### src/rtl/serial_word_comparator.sv
// Purpose : multi-cycle magnitude comparator; scans A/B MSB-first one 2-bit digit per cycle, stops on first unequal digit.
// Latency : decision d = 1..N edges after the accepting edge (N = WIDTH/2); done pulses the cycle after the decision edge.
// Backpres: start accepted only in IDLE; ignored while busy (SCAN and DONE), no queueing.
//
// Ports: clk, rst_n (sync active-low), start, A, B -> busy, done, A_less_B, A_equal_B, A_greater_B.
// Optional: define SIGNED_CMP_EN to add input is_signed (two's complement compare selected per operation).
module serial_word_comparator #(
    parameter int WIDTH = 8
) (
    input  logic             clk,
    input  logic             rst_n,
    input  logic             start,
    input  logic [WIDTH-1:0] A,
    input  logic [WIDTH-1:0] B,
`ifdef SIGNED_CMP_EN
    input  logic             is_signed,
`endif
    output logic             busy,
    output logic             done,
    output logic             A_less_B,
    output logic             A_equal_B,
    output logic             A_greater_B
);

    localparam int N  = WIDTH / 2;
    localparam int CW = (N > 1) ? $clog2(N) : 1;

    typedef enum logic [1:0] {
        S_IDLE = 2'd0,
        S_SCAN = 2'd1,
        S_DONE = 2'd2
    } state_t;

    state_t           state_q, state_d;
    logic [WIDTH-1:0] a_sh_q, a_sh_d;
    logic [WIDTH-1:0] b_sh_q, b_sh_d;
    logic [CW-1:0]    cnt_q, cnt_d;
    logic             busy_q, busy_d;
    logic             done_q, done_d;
    logic             lt_q, lt_d;
    logic             eq_q, eq_d;
    logic             gt_q, gt_d;

    logic [WIDTH-1:0] cap_a, cap_b;
    logic [1:0]       dig_a, dig_b;
    logic             dig_lt, dig_gt;

    // 2-bit slice magnitude compare on the current top digit pair.
    always_comb begin
        dig_a  = a_sh_q[WIDTH-1 -: 2];
        dig_b  = b_sh_q[WIDTH-1 -: 2];
        dig_lt = (!dig_a[1] && dig_b[1]) ||
                 ((dig_a[1] == dig_b[1]) && !dig_a[0] && dig_b[0]);
        dig_gt = (dig_a[1] && !dig_b[1]) ||
                 ((dig_a[1] == dig_b[1]) && dig_a[0] && !dig_b[0]);
    end

    // Signed mode flips the sign bit so offset binary orders like unsigned.
    always_comb begin
        cap_a = A;
        cap_b = B;
`ifdef SIGNED_CMP_EN
        cap_a[WIDTH-1] = A[WIDTH-1] ^ is_signed;
        cap_b[WIDTH-1] = B[WIDTH-1] ^ is_signed;
`endif
    end

    always_comb begin
        state_d = state_q;
        a_sh_d  = a_sh_q;
        b_sh_d  = b_sh_q;
        cnt_d   = cnt_q;
        busy_d  = busy_q;
        done_d  = 1'b0;
        lt_d    = lt_q;
        eq_d    = eq_q;
        gt_d    = gt_q;
        case (state_q)
            S_IDLE: begin
                if (start) begin
                    a_sh_d  = cap_a;
                    b_sh_d  = cap_b;
                    cnt_d   = CW'(N - 1);
                    busy_d  = 1'b1;
                    state_d = S_SCAN;
                end
            end
            S_SCAN: begin
                if (dig_lt || dig_gt || (cnt_q == '0)) begin
                    // Decision edge: flags are only ever written here (and at reset).
                    lt_d    = dig_lt;
                    gt_d    = dig_gt;
                    eq_d    = !dig_lt && !dig_gt;
                    done_d  = 1'b1;
                    state_d = S_DONE;
                end else begin
                    a_sh_d = a_sh_q << 2;
                    b_sh_d = b_sh_q << 2;
                    cnt_d  = cnt_q - CW'(1);
                end
            end
            S_DONE: begin
                busy_d  = 1'b0;
                state_d = S_IDLE;
            end
            default: begin
                busy_d  = 1'b0;
                state_d = S_IDLE;
            end
        endcase
    end

    always_ff @(posedge clk) begin
        if (!rst_n) begin
            state_q <= S_IDLE;
            a_sh_q  <= '0;
            b_sh_q  <= '0;
            cnt_q   <= '0;
            busy_q  <= 1'b0;
            done_q  <= 1'b0;
            lt_q    <= 1'b0;
            eq_q    <= 1'b0;
            gt_q    <= 1'b0;
        end else begin
            state_q <= state_d;
            a_sh_q  <= a_sh_d;
            b_sh_q  <= b_sh_d;
            cnt_q   <= cnt_d;
            busy_q  <= busy_d;
            done_q  <= done_d;
            lt_q    <= lt_d;
            eq_q    <= eq_d;
            gt_q    <= gt_d;
        end
    end

    assign busy        = busy_q;
    assign done        = done_q;
    assign A_less_B    = lt_q;
    assign A_equal_B   = eq_q;
    assign A_greater_B = gt_q;

endmodule

### config.mk
export PLATFORM = sky130hd
export DESIGN_NAME = serial_word_comparator
export DESIGN_NICKNAME = d
export VERILOG_FILES = /design/src/rtl/serial_word_comparator.sv
export SDC_FILE = /design/constraint.sdc
export NUM_CORES = 1
export LEC_CHECK = 0
export BUFFER_PORTS_ARGS = -buffer_cell sky130_fd_sc_hd__buf_2
export CORE_ASPECT_RATIO = 0.5
export CORE_MARGIN = 10
export CORE_UTILIZATION = 45
export DETAILED_ROUTE_END_ITERATION = 16
export PLACE_DENSITY_LB_ADDON = 0.25
export SLEW_MARGIN = 0
export SYNTH_ARGS = -nofsm -noshare
export SYNTH_HDL_FRONTEND = slang
export SYNTH_SLANG_ARGS = --single-unit
### constraint.sdc
create_clock -name clk -period 2.28 [get_ports clk]
set_clock_uncertainty 0.05 [all_clocks]
set_input_delay 0.342 -clock clk [delete_from_list [all_inputs] [get_ports clk]]
set_output_delay 0.342 -clock clk [all_outputs]
set_load 0.05 [all_outputs]
==> results.py, run 1 <==
metrics = {
    "clocking": {
        "cts.repair.resized": 0,
        "holdBufCountCts": 0,
        "cts_tree": "done",
        "cts.path.max_buffers": 2,
        "path_clk_slew_ps": 90,
        "clkLatencyLatePin_ps": 270,
        "cts_setup_buffers": 0,
        "numCtsBuffers": 3,
        "cts_root_buffer": "clkbuf_8",
        "ctsHtreeMaxLevel": 1,
        "numClockSinks": 25,
    },
    "sta": {
        "rsz0062_at_grt": "false",
        "worstMarginPinSlew_ps": 714,
        "layout_min_cycle_time_ps": 1860,
        "max_slew_margin_pct": 52.4,
        "setup-tns-final_ps": 0,
        "setup_viol": 0,
        "whs_ps": 223,
        "hold_violations": 0,
        "post-route-period-util_pct": 81.7,
        "drv_slew": 0,
        "clock.fmax_mhz": 537,
    },
    "layout": {
        "drive_gt1_share_pct": 32.1,
        "nFillCells": 256,
        "final_nets": 179,
        "fin_cells": 193,
        "n_antenna_cell": 0,
        "syn_to_final_growth_pct": 14.0,
        "final_area_um2": 1490,
        "fin_util_pct": 55.6,
    },
    "worst_hold_path": {
        "hp-class": "in2reg",
    },
    "worst_setup_path": {
        "worstSetupPathType": "reg2reg",
        "end_kind": "flip-flop",
        "r2r_setup_slack_ps": 420,
        "worstSetupEndpoint": "b_sh_q[4]",
        "cp.arrival_ps": 2010,
        "critPathMaxFanout": 11,
        "reg2reg_depth": 6,
        "setup.worst_path.start": "a_sh_q[7]",
        "required_ps": 2430,
        "r2r_start": "a_sh_q[7]",
        "critPathLaunchType": "flip-flop",
        "timing.rr.end": "b_sh_q[4]",
    },
    "global_routing": {
        "grt_pass1_wl_mm": 4.94,
        "grt.overflow.total": 0,
        "antenna_found_initial": 0,
        "grt_max_degree": 44,
        "track_usage_pct": 10.7,
        "grt_pass1_vias": 1048,
    },
    "synth": {
        "syn_area_per_cell_um2": 9.55,
        "yosysSeqAreaShare_pct": 38.2,
        "yosys_warnings": 0,
        "syn-cell-area_um2": 1310,
        "synth_top_cell_area_share_pct": 38.2,
        "synthesis.nets": 159,
        "ys_ff_latch": 25,
        "synth_top_cell_by_area": "dfxtp_1",
        "yosys.cell_types.count": 29,
        "netlist_instances": 137,
        "synthTopCellsByArea": "dfxtp_1 (38%), mux2i_1 (9.9%), or4b_2 (9.2%), o211ai_1 (6.9%), nand3_1 (6.1%)",
    },
    "status": {
        "status": "complete, no violations",
    },
    "pwr": {
        "leakage_nw": 0.549,
        "p_per_area_nw_per_um2": 741,
        "vdd_drop_max_uv": 336,
    },
    "run": {
        "drv_cap": 0,
    },
    "die": {
        "start_util_pct": 48.8,
        "rows": 13,
        "core-area_um2": 2680,
        "die_h_um": 58.1,
        "die_area_um2": 5600,
        "ioPinCount": 24,
        "die_w_um": 96.3,
    },
    "placed_design": {
        "dp_hpwl_mm": 2.01,
        "place.gp.congestion": 0.719,
        "post_dp_cell_area_um2": 1450,
        "port_buffers": 23,
        "dp.cells": 189,
    },
    "routing": {
        "drtIter0Drc": 33,
        "antenna_left": 0,
        "viasPerCell": 5.68,
        "routed-via-count": 1096,
        "wl_per_cell_um": 15.3,
        "wirelength_mm": 2.95,
        "route.detailed.drc": 0,
        "drt_first_pass_iters": 4,
    },
}
-- cell type report --
| class | count | area, µm² | area share, % |
|---|---|---|---|
| inverter | 8 | 30.0 | 2.01 |
| clock buffer | 3 | 41.3 | 2.77 |
| tap | 37 | 46.3 | 3.10 |
| clock inverter | 1 | 5.00 | 0.336 |
| multi-input combinational | 93 | 731 | 49.0 |
| sequential | 25 | 500 | 33.6 |
| timing repair buffer | 26 | 138 | 9.23 |
-- worst min-delay path by stage --
stage                    from         to  slack [ps]  cells after the start
detailed placement  b_sh_q[0]  b_sh_q[0]         400                      2
floorplan           a_sh_q[0]  a_sh_q[0]         390                      2
finish                   A[0]  a_sh_q[0]         220                      3
global placement    a_sh_q[0]  a_sh_q[0]         400                      2
global route             A[1]  a_sh_q[1]         250                      3
CTS                      A[0]  a_sh_q[0]         220                      3
-- flip-flops by register name (all words and copies together) (netlist names) --
name and flops:
state_q 2, busy 1, cnt_q 2, a_sh_q 8
A_equal_B 1, A_less_B 1, b_sh_q 8, done 1
A_greater_B 1
-- worst max-delay path, cell delays in order (launching register included) --
cell and delay, ps:
dfxtp_1 370, inv_1 60, ha_1 220, or2_4 280, a2111oi_4 330, buf_4 280, mux2i_1 200
-- routing by layer --
layer  vias to the layer above  global-route usage, %  share of wire (%)
met5                         -                      0                  0
met1                       523                   13.6                 49
met2                        14                   16.5                 44
met4                         0                   3.55               0.88
met3                         4                   3.85                5.5
li1                        555                      -                  -
-- synth_stat cells --
cell and number:
inv_1 8, o21ai_0 1, a21oi_1 2, o21a_1 3
or4b_2 12, nor3b_1 2, nor3_1 1, nand2_1 6
clkbuf_1 10, mux2i_1 13, nor2_1 2, xor2_1 1
o31ai_1 4, a31oi_1 2, o221a_2 2, o32ai_1 2
nand3b_1 1, ha_1 3, and2_2 1, buf_8 1
and4b_2 1, o211ai_1 12, or4_1 1, or2_4 1
or2_2 1, nand2b_1 2, a2111oi_4 1, dfxtp_1 25
nand3_1 16
-- power breakdown --
part           internal (mW)  switching [mW]  total [mW]
Clock                  0.122           0.144       0.267
Sequential             0.491          0.0491       0.541
Combinational          0.130           0.168       0.298
Total                  0.744           0.361        1.10
-- through the flow --
step           power (mW)  setup WS, ps
2_1_floorplan       0.774           300
3_3_place_gp        0.838           475
3_5_place_dp        0.846           426
4_1_cts              1.11           413
5_1_grt              1.17           248
6_report             1.10           418
-- kinds of logic (layout without fill, tap and decap cells) --
family	Yosys count	in the layout	synth area share, %
xor+xnor	1	1	0.669
flops	25	25	38.2
mux	13	13	9.94
compound gates	29	29	18.2
fa+ha+maj	3	3	2.87
buf+inv	19	38	6.31
simple gates	47	47	23.8
-- layout by cell type, fill, tap and decap left out, types with 2 or more instances in the layout --
cell / n
clkbuf_8: 3
mux2i_1: 13
o221a_2: 2
nand2b_1: 2
ha_1: 3
dfxtp_1: 25
o31ai_1: 4
inv_1: 8
or4b_2: 12
nor2_1: 2
a31oi_1: 2
nand3_1: 16
buf_4: 3
o21a_1: 3
nand2_1: 6
o211ai_1: 12
a21oi_1: 2
o32ai_1: 2
buf_2: 23
(Power assumes the default switching activity.)
==> run 2: changes to the inputs <==
- ABC_AREA: default -> 1
- clock period: 2.28 -> 1.7 ns (I/O delays scaled with it)
==> results.py, run 2 <==
metrics = {
    "routing": {
        "drt_first_pass_iters": 4,
        "route.detailed.drc": 0,
        "viasPerCell": 4.83,
        "wirelength_mm": 3.07,
        "wl_per_cell_um": 12.5,
        "drtIter0Drc": 81,
        "antenna_left": 0,
        "routed-via-count": 1184,
    },
    "pwr": {
        "p_per_area_nw_per_um2": 1000,
        "power_mw": 1.61,
        "vdd_drop_max_uv": 406,
        "leakage_nw": 0.769,
    },
    "layout": {
        "reg.largest.list": "a_sh_q (8), b_sh_q (8)",
        "drive_gt1_share_pct": 31.7,
        "mostFrequentLayoutCells": "nand2_1 (46), dfxtp_1 (24), buf_2 (23)",
        "syn_to_final_growth_pct": 29.5,
        "final_nets": 231,
        "final_common_cell": "nand2_1",
        "nFillCells": 261,
        "n_antenna_cell": 0,
    },
    "worst_setup_path": {
        "end_kind": "flip-flop",
        "critPathLaunchType": "flip-flop",
        "cp.arrival_ps": 1820,
        "crit_path_max_incr_delay_ps": 330,
        "crit_top_cell": "nand3_2",
        "r2r_setup_slack_ps": 6,
        "cp.buffers_inverters": 2,
        "path_delay_family": "simple AND/OR/NAND/NOR gates",
        "critPathMaxFanout": 8,
        "worstSetupPathType": "reg2reg",
        "slowest_stage": "dfxtp_2",
        "required_ps": 1820,
        "path_cells": "inv_1 > ha_4 > nand3_2 > nand3_2 > nor2_4 > buf_6 > nand2_8 > a21oi_1 > nor2_1",
    },
    "sta": {
        "rsz0062_at_grt": "true",
        "worstMarginPinSlew_ps": 444,
        "post-route-period-util_pct": 99.7,
        "drv_slew": 0,
        "layout_min_cycle_time_ps": 1690,
        "clock.fmax_mhz": 590,
        "hold_violations": 0,
        "fin_ws_ps": 5.55,
        "setup_viol": 0,
        "max_slew_margin_pct": 70.4,
    },
    "synth": {
        "netlist_instances": 182,
        "synthSimpleGateAreaFrac_pct": 30.6,
        "yosys.cell_count.top_type": "nand2_1",
        "syn_area_per_cell_um2": 6.83,
        "yosys.cell_types.count": 20,
        "yosys_warnings": 0,
        "synthesis.nets": 204,
        "ys_ff_latch": 25,
        "async_reset_ff_share_pct": 0,
        "synth_xor_area_share_pct": 0,
        "synthAdderAreaFrac_pct": 3.02,
        "synthTopCellsByCount": "nand2_1 (46), dfxtp_1 (25), a21oi_1 (23)",
        "syn-cell-area_um2": 1240,
        "synth_top_cell_area_share_pct": 40.2,
        "synth-edff-count": 0,
        "synth_top_family_by_area": "simple AND/OR/NAND/NOR gates",
        "synth_mux_area_share_pct": 0,
        "synth-compound-area-share_pct": 14.2,
        "synth_ff_type": "dfxtp_1",
        "synthTopCellsByArea": "dfxtp_1 (40%), nand2_1 (14%), a21oi_1 (9.3%), nand3_1 (8.0%), inv_1 (6.0%)",
        "synth_top_cell_by_area": "dfxtp_1",
        "yosysSeqAreaShare_pct": 40.2,
    },
    "placed_design": {
        "port_buffers": 23,
        "pre_cts_ws_ps": 35.9,
        "place.gp.congestion": 0.755,
        "dp_hpwl_mm": 1.85,
    },
    "global_routing": {
        "grt.overflow.total": 0,
        "grt_max_degree": 33,
        "grt_pass1_wl_mm": 4.21,
        "antenna_found_initial": 0,
        "track_usage_pct": 9.73,
        "grt_pass1_vias": 908,
    },
    "worst_hold_path": {
        "hp-class": "in2reg",
    },
    "die": {
        "core-area_um2": 2620,
        "start_util_pct": 47.5,
        "rows": 13,
        "ioPinCount": 24,
        "die_h_um": 57.2,
        "die_area_um2": 5390,
        "die_w_um": 94.3,
    },
    "clocking": {
        "clkLatencyLatePin_ps": 270,
        "cts.path.max_buffers": 2,
        "numCtsBuffers": 3,
        "holdBufCountCts": 0,
        "path_clk_slew_ps": 90,
        "cts_tree": "done",
        "numClockSinks": 25,
        "cts_root_buffer": "clkbuf_8",
        "ctsHtreeMaxLevel": 1,
    },
    "run": {
        "drv_cap": 0,
    },
    "status": {
        "status": "complete, no violations",
    },
}
==> run 2: changes by cell type after synthesis, sizes merged, moves of 6 or more <==
cell    change
mux2i      -13
nor2       +15
a21oi      +21
nand3       +6
o211ai     -12
inv        +13
o21ai       +9
or4b       -12
nand2      +41
==> run 2: repair_timing <==
item	4_1_cts	5_1_grt
gates resized for setup	0	30
hold endpoints to repair	0	0
buffers inserted	0	4
setup endpoints to repair	0	17
==> run 2: per-stage QoR <==
step / instance area, µm² / setup TNS [ps] / hold WS (ps) / instances / util [%]
2_1_floorplan: 1240 / 0 / 353 / 182 / -
3_3_place_gp: 1360 / 0 / 384 / 234 / 52.0
3_5_place_dp: 1360 / 0 / 386 / 234 / 52.0
4_1_cts: 1410 / 0 / 171 / 238 / 53.7
5_1_grt: 1610 / -512 / 179 / 245 / 61.5
6_report: 1610 / 0 / 173 / 245 / 61.5
==> run 2: logic make-up (layout without fill, tap and decap cells) <==
family | count (synthesis) | count (layout)
fa+ha+maj | 3 | 3
simple gates | 87 | 90
buf+inv | 33 | 56
flops | 25 | 25
compound gates | 34 | 34
==> run 2: area by class of cell <==
type | instances | area, µm² | share of cell area, %
multi-input combinational | 127 | 752 | 46.7
sequential | 25 | 502 | 31.2
timing repair buffer | 30 | 179 | 11.1
inverter | 22 | 86.3 | 5.36
tap | 37 | 46.3 | 2.87
clock buffer | 4 | 45.0 | 2.80
==> run 2: worst paths after layout <==
check / from / endpoint / depth (start not counted)
worst max-delay path: a_sh_q[7] / a_sh_q[6] / 9
worst min-delay path: A[0] / a_sh_q[0] / 3
worst max register to register: a_sh_q[7] / a_sh_q[6] / 9
worst min register to register: A_equal_B / A_equal_B / 2
==> run 2: routing by layer <==
layer  GRT usage, %  up-vias  wire, µm
li1               -      630         -
met1           13.3      527      1630
met2           12.5       25      1160
met3           5.61        2       257
met4           2.58        0        19
met5              0        -         0
==> run 2: worst reg2reg max path: stages, from the launching register on <==
cell     delay, ps
dfxtp_2        330
inv_1          120
ha_4           220
nand3_2         90
nand3_2        100
nor2_4         230
buf_6          160
nand2_8         70
a21oi_1        170
nor2_1          60
==> run 2: power by group <==
group          switching, mW  internal (mW)
Sequential            0.0314          0.654
Combinational          0.346          0.221
Clock                  0.193          0.168
